[src/rtl/rnd_key_scheduler_if.sv]
// Consumer-side bundle of rnd_key_scheduler: level requests, one-hot grant
// and the valid/ack byte channel.
interface rnd_key_scheduler_if;
  logic [1:0] req;
  logic [1:0] gnt;
  logic [7:0] rnd_data;
  logic       rnd_valid;
  logic       rnd_last;
  logic       rnd_ack;

  modport master (
    input  req, rnd_ack,
    output gnt, rnd_data, rnd_valid, rnd_last
  );

  modport slave (
    output req, rnd_ack,
    input  gnt, rnd_data, rnd_valid, rnd_last
  );
endinterface

[src/rtl/rnd_key_scheduler.sv]
// Warms up the shared 8-bit LFSR, then hands out BURST_LEN-byte bursts to two
// requesters round-robin. Define RND_DUP_FILTER_EN to skip repeated bytes.
module rnd_key_scheduler #(
  parameter int BURST_LEN      = 4,
  parameter int WARMUP_TIMEOUT = 32
) (
  input  logic                  clk,
  input  logic                  rst,
  rnd_key_scheduler_if.master   bus,
  output logic                  gen_start,
  output logic                  gen_ena,
  input  logic [7:0]            gen_value,
  input  logic                  gen_rdy,
  output logic                  busy,
  output logic                  err
);

  typedef enum logic [2:0] {
    S_WARM, S_IDLE, S_STEP, S_CAP, S_DELIVER, S_ERR
  } state_e;

  localparam int          WARM_W    = $clog2(WARMUP_TIMEOUT + 1);
  localparam logic [WARM_W-1:0] WARM_LAST = WARM_W'(WARMUP_TIMEOUT - 1);
  localparam logic [3:0]  LAST_IDX  = 4'(BURST_LEN - 1);

  state_e            state_q, state_d;
  logic [WARM_W-1:0] warm_cnt;
  logic [3:0]        count;
  logic              rr;
  logic [1:0]        gnt_q;
  logic [7:0]        data_q;
  logic              valid_q;
  logic              last_q;
  logic [1:0]        pick;
  logic              dup;

  assign bus.gnt       = gnt_q;
  assign bus.rnd_data  = data_q;
  assign bus.rnd_valid = valid_q;
  assign bus.rnd_last  = last_q;

  // With both requesters asking, rr chooses; otherwise the lone request is already one-hot.
  assign pick = (bus.req == 2'b11) ? (rr ? 2'b10 : 2'b01) : bus.req;

`ifdef RND_DUP_FILTER_EN
  logic [7:0] prev_byte;

  assign dup = (gen_value == prev_byte);

  always_ff @(posedge clk or negedge rst) begin
    if (!rst)                          prev_byte <= 8'h00;
    else if (state_q == S_CAP && !dup) prev_byte <= gen_value;
  end
`else
  assign dup = 1'b0;
`endif

  // NOTE: sequential state uses non-blocking assignments so every register
  // samples pre-edge values regardless of statement order.
  always_ff @(posedge clk or negedge rst) begin
    if (!rst) state_q <= S_WARM;
    else      state_q <= state_d;
  end

  // NOTE: state_d gets a default before the case so no path infers a latch.
  always_comb begin
    state_d = state_q;
    case (state_q)
      S_WARM: begin
        if (gen_rdy)                    state_d = S_IDLE;
        else if (warm_cnt == WARM_LAST) state_d = S_ERR;
      end
      S_IDLE:    if (|bus.req) state_d = S_STEP;
      S_STEP:    state_d = S_CAP;
      S_CAP:     state_d = dup ? S_STEP : S_DELIVER;
      S_DELIVER: if (bus.rnd_ack) state_d = last_q ? S_IDLE : S_STEP;
      S_ERR:     state_d = S_ERR;
      default:   state_d = S_WARM;
    endcase
  end

  // NOTE: the decode is masked by rst so the generator controls and status
  // flags read 0 while reset is held, even though the state register is WARM.
  always_comb begin
    gen_start = 1'b0;
    gen_ena   = 1'b0;
    busy      = 1'b0;
    err       = 1'b0;
    if (rst) begin
      gen_ena   = (state_q == S_WARM) || (state_q == S_STEP);
      gen_start = gen_ena;
      busy      = (state_q != S_IDLE);
      err       = (state_q == S_ERR);
    end
  end

  always_ff @(posedge clk or negedge rst) begin
    if (!rst) begin
      warm_cnt <= '0;
      count    <= 4'd0;
      rr       <= 1'b0;
      gnt_q    <= 2'b00;
      data_q   <= 8'h00;
      valid_q  <= 1'b0;
      last_q   <= 1'b0;
    end else begin
      case (state_q)
        S_WARM: warm_cnt <= warm_cnt + 1'b1;
        S_IDLE: if (|bus.req) gnt_q <= pick;
        S_CAP: begin
          if (!dup) begin
            data_q  <= gen_value;
            valid_q <= 1'b1;
            last_q  <= (count == LAST_IDX);
          end
        end
        S_DELIVER: begin
          if (bus.rnd_ack) begin
            valid_q <= 1'b0;
            if (last_q) begin
              last_q <= 1'b0;
              count  <= 4'd0;
              gnt_q  <= 2'b00;
              rr     <= gnt_q[0];  // point at the requester that was not served
            end else begin
              count  <= count + 4'd1;
            end
          end
        end
        default: ;
      endcase
    end
  end

endmodule

[src/flat_wrapper.sv]
// flat-port wrapper written by rule: the top's interface ports become plain ports
module rnd_key_scheduler_flat 
#(
  parameter int BURST_LEN      = 4,
  parameter int WARMUP_TIMEOUT = 32
)
  (clk, rst, gen_start, gen_ena, gen_value, gen_rdy, busy, err, bus_req, bus_rnd_ack, bus_gnt, bus_rnd_data, bus_rnd_valid, bus_rnd_last);
  rnd_key_scheduler_if bus_i ();
  input  logic clk;
  input  logic rst;
  output logic gen_start;
  output logic gen_ena;
  input  logic [7:0] gen_value;
  input  logic gen_rdy;
  output logic busy;
  output logic err;
  input wire logic [$bits(bus_i.req)-1:0] bus_req;
  input wire logic [$bits(bus_i.rnd_ack)-1:0] bus_rnd_ack;
  output wire logic [$bits(bus_i.gnt)-1:0] bus_gnt;
  output wire logic [$bits(bus_i.rnd_data)-1:0] bus_rnd_data;
  output wire logic [$bits(bus_i.rnd_valid)-1:0] bus_rnd_valid;
  output wire logic [$bits(bus_i.rnd_last)-1:0] bus_rnd_last;
  assign bus_i.req = bus_req;
  assign bus_i.rnd_ack = bus_rnd_ack;
  assign bus_gnt = bus_i.gnt;
  assign bus_rnd_data = bus_i.rnd_data;
  assign bus_rnd_valid = bus_i.rnd_valid;
  assign bus_rnd_last = bus_i.rnd_last;
  rnd_key_scheduler #(.BURST_LEN(BURST_LEN), .WARMUP_TIMEOUT(WARMUP_TIMEOUT)) u_core (.clk(clk), .rst(rst), .bus(bus_i), .gen_start(gen_start), .gen_ena(gen_ena), .gen_value(gen_value), .gen_rdy(gen_rdy), .busy(busy), .err(err));
endmodule
[config.mk]
export PLATFORM = sky130hd
export DESIGN_NAME = rnd_key_scheduler_flat
export DESIGN_NICKNAME = d
export VERILOG_FILES = /design/src/rtl/rnd_key_scheduler_if.sv /design/src/rtl/rnd_key_scheduler.sv /design/src/flat_wrapper.sv
export SDC_FILE = /design/constraint.sdc
export NUM_CORES = 1
export LEC_CHECK = 0
export BUFFER_PORTS_ARGS = -buffer_cell sky130_fd_sc_hd__buf_4
export CAP_MARGIN = 30
export CORE_MARGIN = 2
export CORE_UTILIZATION = 55
export DETAILED_ROUTE_END_ITERATION = 10
export HOLD_SLACK_MARGIN = 0.06
export PLACE_DENSITY = 0.82
export SYNTH_ARGS = -nofsm -noshare
export SYNTH_HDL_FRONTEND = slang
export SYNTH_SLANG_ARGS = --single-unit
[constraint.sdc]
create_clock -name clk -period 3 [get_ports clk]
set_clock_uncertainty 0.05 [all_clocks]
set_input_delay 0.6 -clock clk [delete_from_list [all_inputs] [get_ports clk]]
set_output_delay 0.6 -clock clk [all_outputs]
set_load 0.02 [all_outputs]
==> metrics.yaml, run 1 <==
top_layer: "met4"
cts.clk_slew.worst_paths_ps: 130
synthArstFlopShare_pct: 100
worstMarginPinSlew_ps: 462
yosysWarnings: 0
routed_wl_mm: 2.16
cts_made_buffers: 3
overflow: 0
grt_max_degree: 30
tritoncts: "yes"
period_needed_ps: 2120
drc: 0
cts_resized: 0
first_iter_violations: 4
critPathCaptureType: "primary output"
diodes: 0
finalSetupTns_ps: 0
synth-edff-count: 0
dr_wl_met3_um: 79
vias: 907
max_freq_mhz: 472
status: "completed"
period_share_pct: 70.6
maxCapViolations: 0
fp.coreArea_sq_um: 2150
holdBufCountCts: 0
drv_slew: 0
syn_area_per_cell_sq_um: 10.8
htreeDepth: 1
track_usage_pct: 18.6
syn_to_final_growth_pct: 21.0
cts_sinks: 26
yosys.area.top_type: "dfrtp_1"
ys.flop_type: "dfrtp_1"
final_layout_size_suffix_gt1_share_pct: 34.3
synth_seq_cells: 26
die_w_um: 51.2
required_ps: 2350
ios: 30
relSlewSlack_pct: 69.2
grt_antenna_before_repair: 0
max-vdd-ir-drop_mv: 0.650
drt-met1-wl_um: 925
ys_types: 32
stdcell_count: 168
gp_congestion: 0.836
syn_inst: 113
syn_area_sq_um: 1220
viasPerCell: 5.40
met2_length_mm: 1.11
crit_path_start_kind: "flop"
leakagePower_nw: 0.682
r2r_slack_ps: 1160
hp-class: "input port to asynchronous set/reset pin"
multi_input_area_sq_um: 526
io_buffers: 29
post_cts_buffers: 0
synth_commonest_cells: "26 x dfrtp_1, 16 x nand2_1, 12 x mux2_2"
synth_area_leaders: "dfrtp_1 53%, mux2_2 11%, nand2_1 4.9%"
clkLatencyLatePin_ps: 310
wl_per_cell_um: 12.9
crit_arrival_ps: 1470
rows: 17
finalSetupViolCount: 0
rsz0062_at_grt: "false"
dieHeight_um: 51.2
grt_pass1_wl_mm: 3.57
powerDensity_nw_per_um2: 986
worstPathMaxFanout: 10
critPathKind: "flop to primary output"
first_pass_iters: 4
ff_latch_area_sq_um: 651
fin_nets: 157
yosysSeqAreaShare_pct: 53.2
antenna_left: 0
synthMostInstantiatedCell: "dfrtp_1"
fill_cells: 170
start_util_pct: 57.0
synth_top_cell_area_share_pct: 53.2
syn_nets: 129
root_buffer: "clkbuf_4"
clockBufferDepth: 2
dieArea_sq_um: 2620
hold_violations: 0
grt_pass1_vias: 875
place_inst: 164
dp_hpwl_mm: 1.62
==> metal layers <==
layer	vias up	track usage, %
li1	446	-
met1	436	22.2
met2	21	32.3
met3	4	3.80
met4	0	8.56
met5	-	0
==> worst paths after layout <==
check                                         from            endpoint  cells after the start
worst max-delay path             u_core.state_q[0]                busy                      3
worst min-delay path                           rst   u_core.bus.gnt[1]                      1
worst max register to register   u_core.state_q[2]   u_core.bus.gnt[1]                      4
worst min register to register  u_core.warm_cnt[5]  u_core.warm_cnt[5]                      1
max in group asynchronous                      rst  u_core.warm_cnt[3]                      1
min in group clk                u_core.warm_cnt[5]  u_core.warm_cnt[5]                      1
==> cells by family after synthesis <==
family | after synthesis | share of synthesized area, %
buffers and inverters | 10 | 3.89
XOR/XNOR | 6 | 4.29
flip-flops | 26 | 53.2
AND/OR/NAND/NOR | 40 | 16.3
adder cells (fa/ha/maj) | 2 | 2.04
multiplexers | 13 | 11.9
AO/OA/AOI/OAI | 16 | 8.49
==> metrics by stage <==
step | area (sq um) | utilization, % | hold slack, ps | total power, mW | worst slack, ps
6_report | 1480 | 68.9 | 125 | 1.46 | 881
5_1_grt | 1480 | 68.9 | 131 | 1.57 | 783
4_1_cts | 1480 | 68.9 | 124 | 1.48 | 867
3_5_place_dp | 1440 | 67.2 | 413 | 1.30 | 960
3_3_place_gp | 1440 | 67.2 | 409 | 1.27 | 1030
2_1_floorplan | 1220 | - | 254 | 1.09 | 1220
==> state kept, by name, summed over array words and instances (netlist names) <==
name and count:
u_core.state_q 3, u_core.rr 1, u_core.bus.gnt 2, u_core.bus.rnd_valid 1, u_core.warm_cnt 6, u_core.bus.rnd_last 1
u_core.count 4, u_core.bus.rnd_data 8
==> placed cells by master (no fill, tap or decap), drive strengths merged, types with 2 or more instances in the layout <==
cell and instances:
xnor2 4, buf 29, xor2 2, clkbuf 4, mux2 12, nand3 2
nor3 6, inv 4, nor2b 2, ha 2, nand2 16, o21ai 5
a21oi 4, nor2 7, nand4 2, dfrtp 26
==> cell type report <==
| type | count | area share, % |
|---|---|---|
| sequential | 26 | 44.0 |
| tap | 28 | 2.37 |
| multi-input combinational | 77 | 35.5 |
| inverter | 4 | 1.01 |
| clock buffer | 4 | 2.45 |
| timing repair buffer | 29 | 14.7 |
==> critical path: stages (launching register included) <==
cell,delay [ps]
dfrtp_1,570
inv_1,140
o31a_1,290
buf_4,160
==> power by group <==
| part | switching (mW) | total [mW] | internal (mW) |
|---|---|---|---|
| registers | 0.153 | 0.650 | 0.498 |
| clock network | 0.0967 | 0.171 | 0.0741 |
| logic | 0.308 | 0.638 | 0.331 |
Note: power is estimated with default switching activity, not from simulation.
==> run 2: changes to the inputs <==
Settings changed: CORE_UTILIZATION 55 to 46, PLACE_DENSITY 0.82 to 0.73.
Clock period 3 ns to 1.9 ns, I/O delays scaled along.
==> run 2 against run 1 <==
Against the previous run:
- routed wire length barely moved
- highest routed layer unchanged
- count of clock-buffer cells in the layout fell by 1
- critical path depth rose by 2
- critical path type is now input port to primary output
- sequential cell count did not move
- sequential power rose by 55%
- via count fell by 2.0%
- critical endpoint is now err
- hold slack improved by 110 ps
- global-route usage fell by 3.5 points
- total power rose by 66%
- final cell count rose by 3.6%
==> metrics.yaml, run 2 (synthesized netlist as in run 1, its figures left out) <==
seqPwrFrac_pct: 41.6  # -3.0 points
finalSetupViolCount: 0  # unchanged
track_usage_pct: 15.1  # -3.5 points
r2r_cells: 4  # unchanged
cpPeakStageDelay_ps: 520  # -50 ps
rsz0062_at_grt: "false"
hold_violations: 0  # unchanged
start_util_pct: 48.9  # -8.0 points
drc: 0  # unchanged
clkLatencyLatePin_ps: 310  # about the same
crit_path_start_kind: "input port"
grt_pass1_vias: 862  # -1.5%
final_cell_mix: "32 x buf_4, 25 x dfrtp_1, 16 x nand2_1"
routed_wl_mm: 2.16  # about the same
first_pass_iters: 4  # unchanged
critPathKind: "input port to primary output"
relSlewSlack_pct: 71.4  # +2.1 points
max_freq_mhz: 529
clkPwrFrac_pct: 15.3  # +3.6 points
antenna_left: 0  # unchanged
overflow: 0  # unchanged
crit_cells: 5  # +2
final_layout_size_suffix_gt1_share_pct: 36.1  # +1.8 points
diodes: 0  # unchanged
max-vdd-ir-drop_mv: 0.978  # +51%
leakagePower_nw: 0.706  # +3.5%
dp_hpwl_mm: 1.62  # -0.49%
tritoncts: "yes"
comb_power_share_pct: 43.1  # -0.6 points
rr_endpoint: "u_core.bus.gnt[1]"
crit_start: "rst"
hp-class: "input port to flop"
crit_slowest_cell: "dlygate4sd3_1"
final_common_cell: "buf_4"
htreeDepth: 1  # unchanged
cts_made_buffers: 3  # unchanged
required_ps: 1470  # -880 ps
status: "completed"
rows: 18  # +1
path_delay_family: "buffers and inverters"
r2r_start: "u_core.state_q[2]"
die_w_um: 55.6  # +8.6%
grt_pass1_wl_mm: 3.76  # +5.4%
dieArea_sq_um: 3090  # +18%
internal_power_mw: 1.54  # +71%
worstPathMaxFanout: 5  # -5
swShare_pct: 36.4  # -1.8 points
cts_sinks: 26  # unchanged
fill_cells: 208  # +22%
fp.coreArea_sq_um: 2500  # +16%
dieHeight_um: 55.6  # +8.6%
grt_antenna_before_repair: 0  # unchanged
path_cells: "dlygate4sd3_1, buf_4, nand2_1, nor3_1, buf_4"
r2r_slack_ps: 300  # -860 ps
place_inst: 169  # +3.0%
syn_to_final_growth_pct: 25.3
p_switching_uw: 882  # +58%
clockBufferDepth: 2  # unchanged
crit_top_cell: "buf_4"
crit_path_end: "err"
maxCapViolations: 0  # unchanged
wl_per_cell_um: 12.4  # -3.5%
vias: 889  # -2.0%
grt_max_degree: 26  # -13%
viasPerCell: 5.11  # -5.4%
crit_arrival_ps: 1460  # about the same
powerDensity_nw_per_um2: 1580  # +60%
largest_register_ffs: 8  # unchanged
drv_slew: 0  # unchanged
worst-path-buf-inv: 3  # +1
period_needed_ps: 1890
gp_congestion: 0.834  # -0.19%
ios: 30  # unchanged
io_buffers: 29  # unchanged
stdcell_count: 174  # +3.6%
root_buffer: "clkbuf_4"
period_share_pct: 99.6
worstMarginPinSlew_ps: 429  # -33.3 ps
finalSetupTns_ps: 0  # unchanged
cts.clk_slew.worst_paths_ps: 140  # about the same
critPathCaptureType: "primary output"
first_iter_violations: 17  # +13
fin_nets: 161  # +2.5%
-- run 2: cell types whose count changed in the layout (fill, tap and decap cells not counted), sizes merged --
cell | before | now
dlygate4sd3 | 0 | 1
buf | 29 | 32
bufinv | 0 | 1
clkbuf | 4 | 3
-- run 2: repair_timing --
action	4_1_cts	5_1_grt
resized for setup	0	1
setup buffers	0	0
setup endpoints to repair	0	3
hold endpoints to repair	26	0
hold buffers	1	0
-- run 2: final cells by class --
class / count / area [sq um] / share of cell area, %
flip-flops and latches: 26 / 652 / 42.5
repair buffers: 33 / 250 / 16.3
multi-input cells: 77 / 526 / 34.3
clock buffers: 3 / 22.5 / 1.47
inverters: 4 / 15.0 / 0.980
clock inverters: 1 / 30.0 / 1.96
well taps: 30 / 37.5 / 2.45
-- run 2: routing by layer --
| metal | share of wire [%] | wire length (um) | GRT usage (%) | up-vias |
|---|---|---|---|---|
| li1 | - | - | - | 452 |
| met1 | 45 | 972 | 20.0 | 420 |
| met2 | 51 | 1100 | 24.3 | 15 |
| met3 | 3.2 | 69 | 3.95 | 2 |
| met4 | 0.83 | 18 | 4.53 | 0 |
| met5 | 0 | 0 | 0 | - |
-- run 2: worst min path at each step --
stage,from,endpoint,depth (start not counted)
floorplan,rst,u_core.bus.gnt[0],0
global placement,rst,u_core.state_q[2],1
detailed placement,rst,u_core.state_q[2],1
CTS,gen_value[2],u_core.bus.rnd_data[2],2
global route,gen_value[3],u_core.bus.rnd_data[3],2
finish,gen_value[2],u_core.bus.rnd_data[2],2
-- run 2: per-stage QoR --
step / area [sq um] / worst slack [ps] / util [%] / total power [mW] / hold WS (ps)
after floorplan: 1220 / 287 / - / 1.72 / 34.4
after global placement: 1470 / 334 / 58.8 / 2.05 / 128
after detailed placement: 1470 / 314 / 58.8 / 2.07 / 130
after CTS: 1530 / 21.1 / 61.3 / 2.46 / 221
after global routing: 1530 / 2.85 / 61.3 / 2.61 / 209
final: 1530 / 7.92 / 61.3 / 2.42 / 235
-- run 2: power by group through the flow --
stage                     Combinational, mW  Sequential [mW]  Clock (mW)
after global placement                 1.04             1.01           0
final                                  1.05             1.01       0.371
after CTS                              1.06             1.01       0.389
after global routing                   1.15             1.04       0.413
after detailed placement               1.06             1.02           0
after floorplan                       0.656             1.06           0
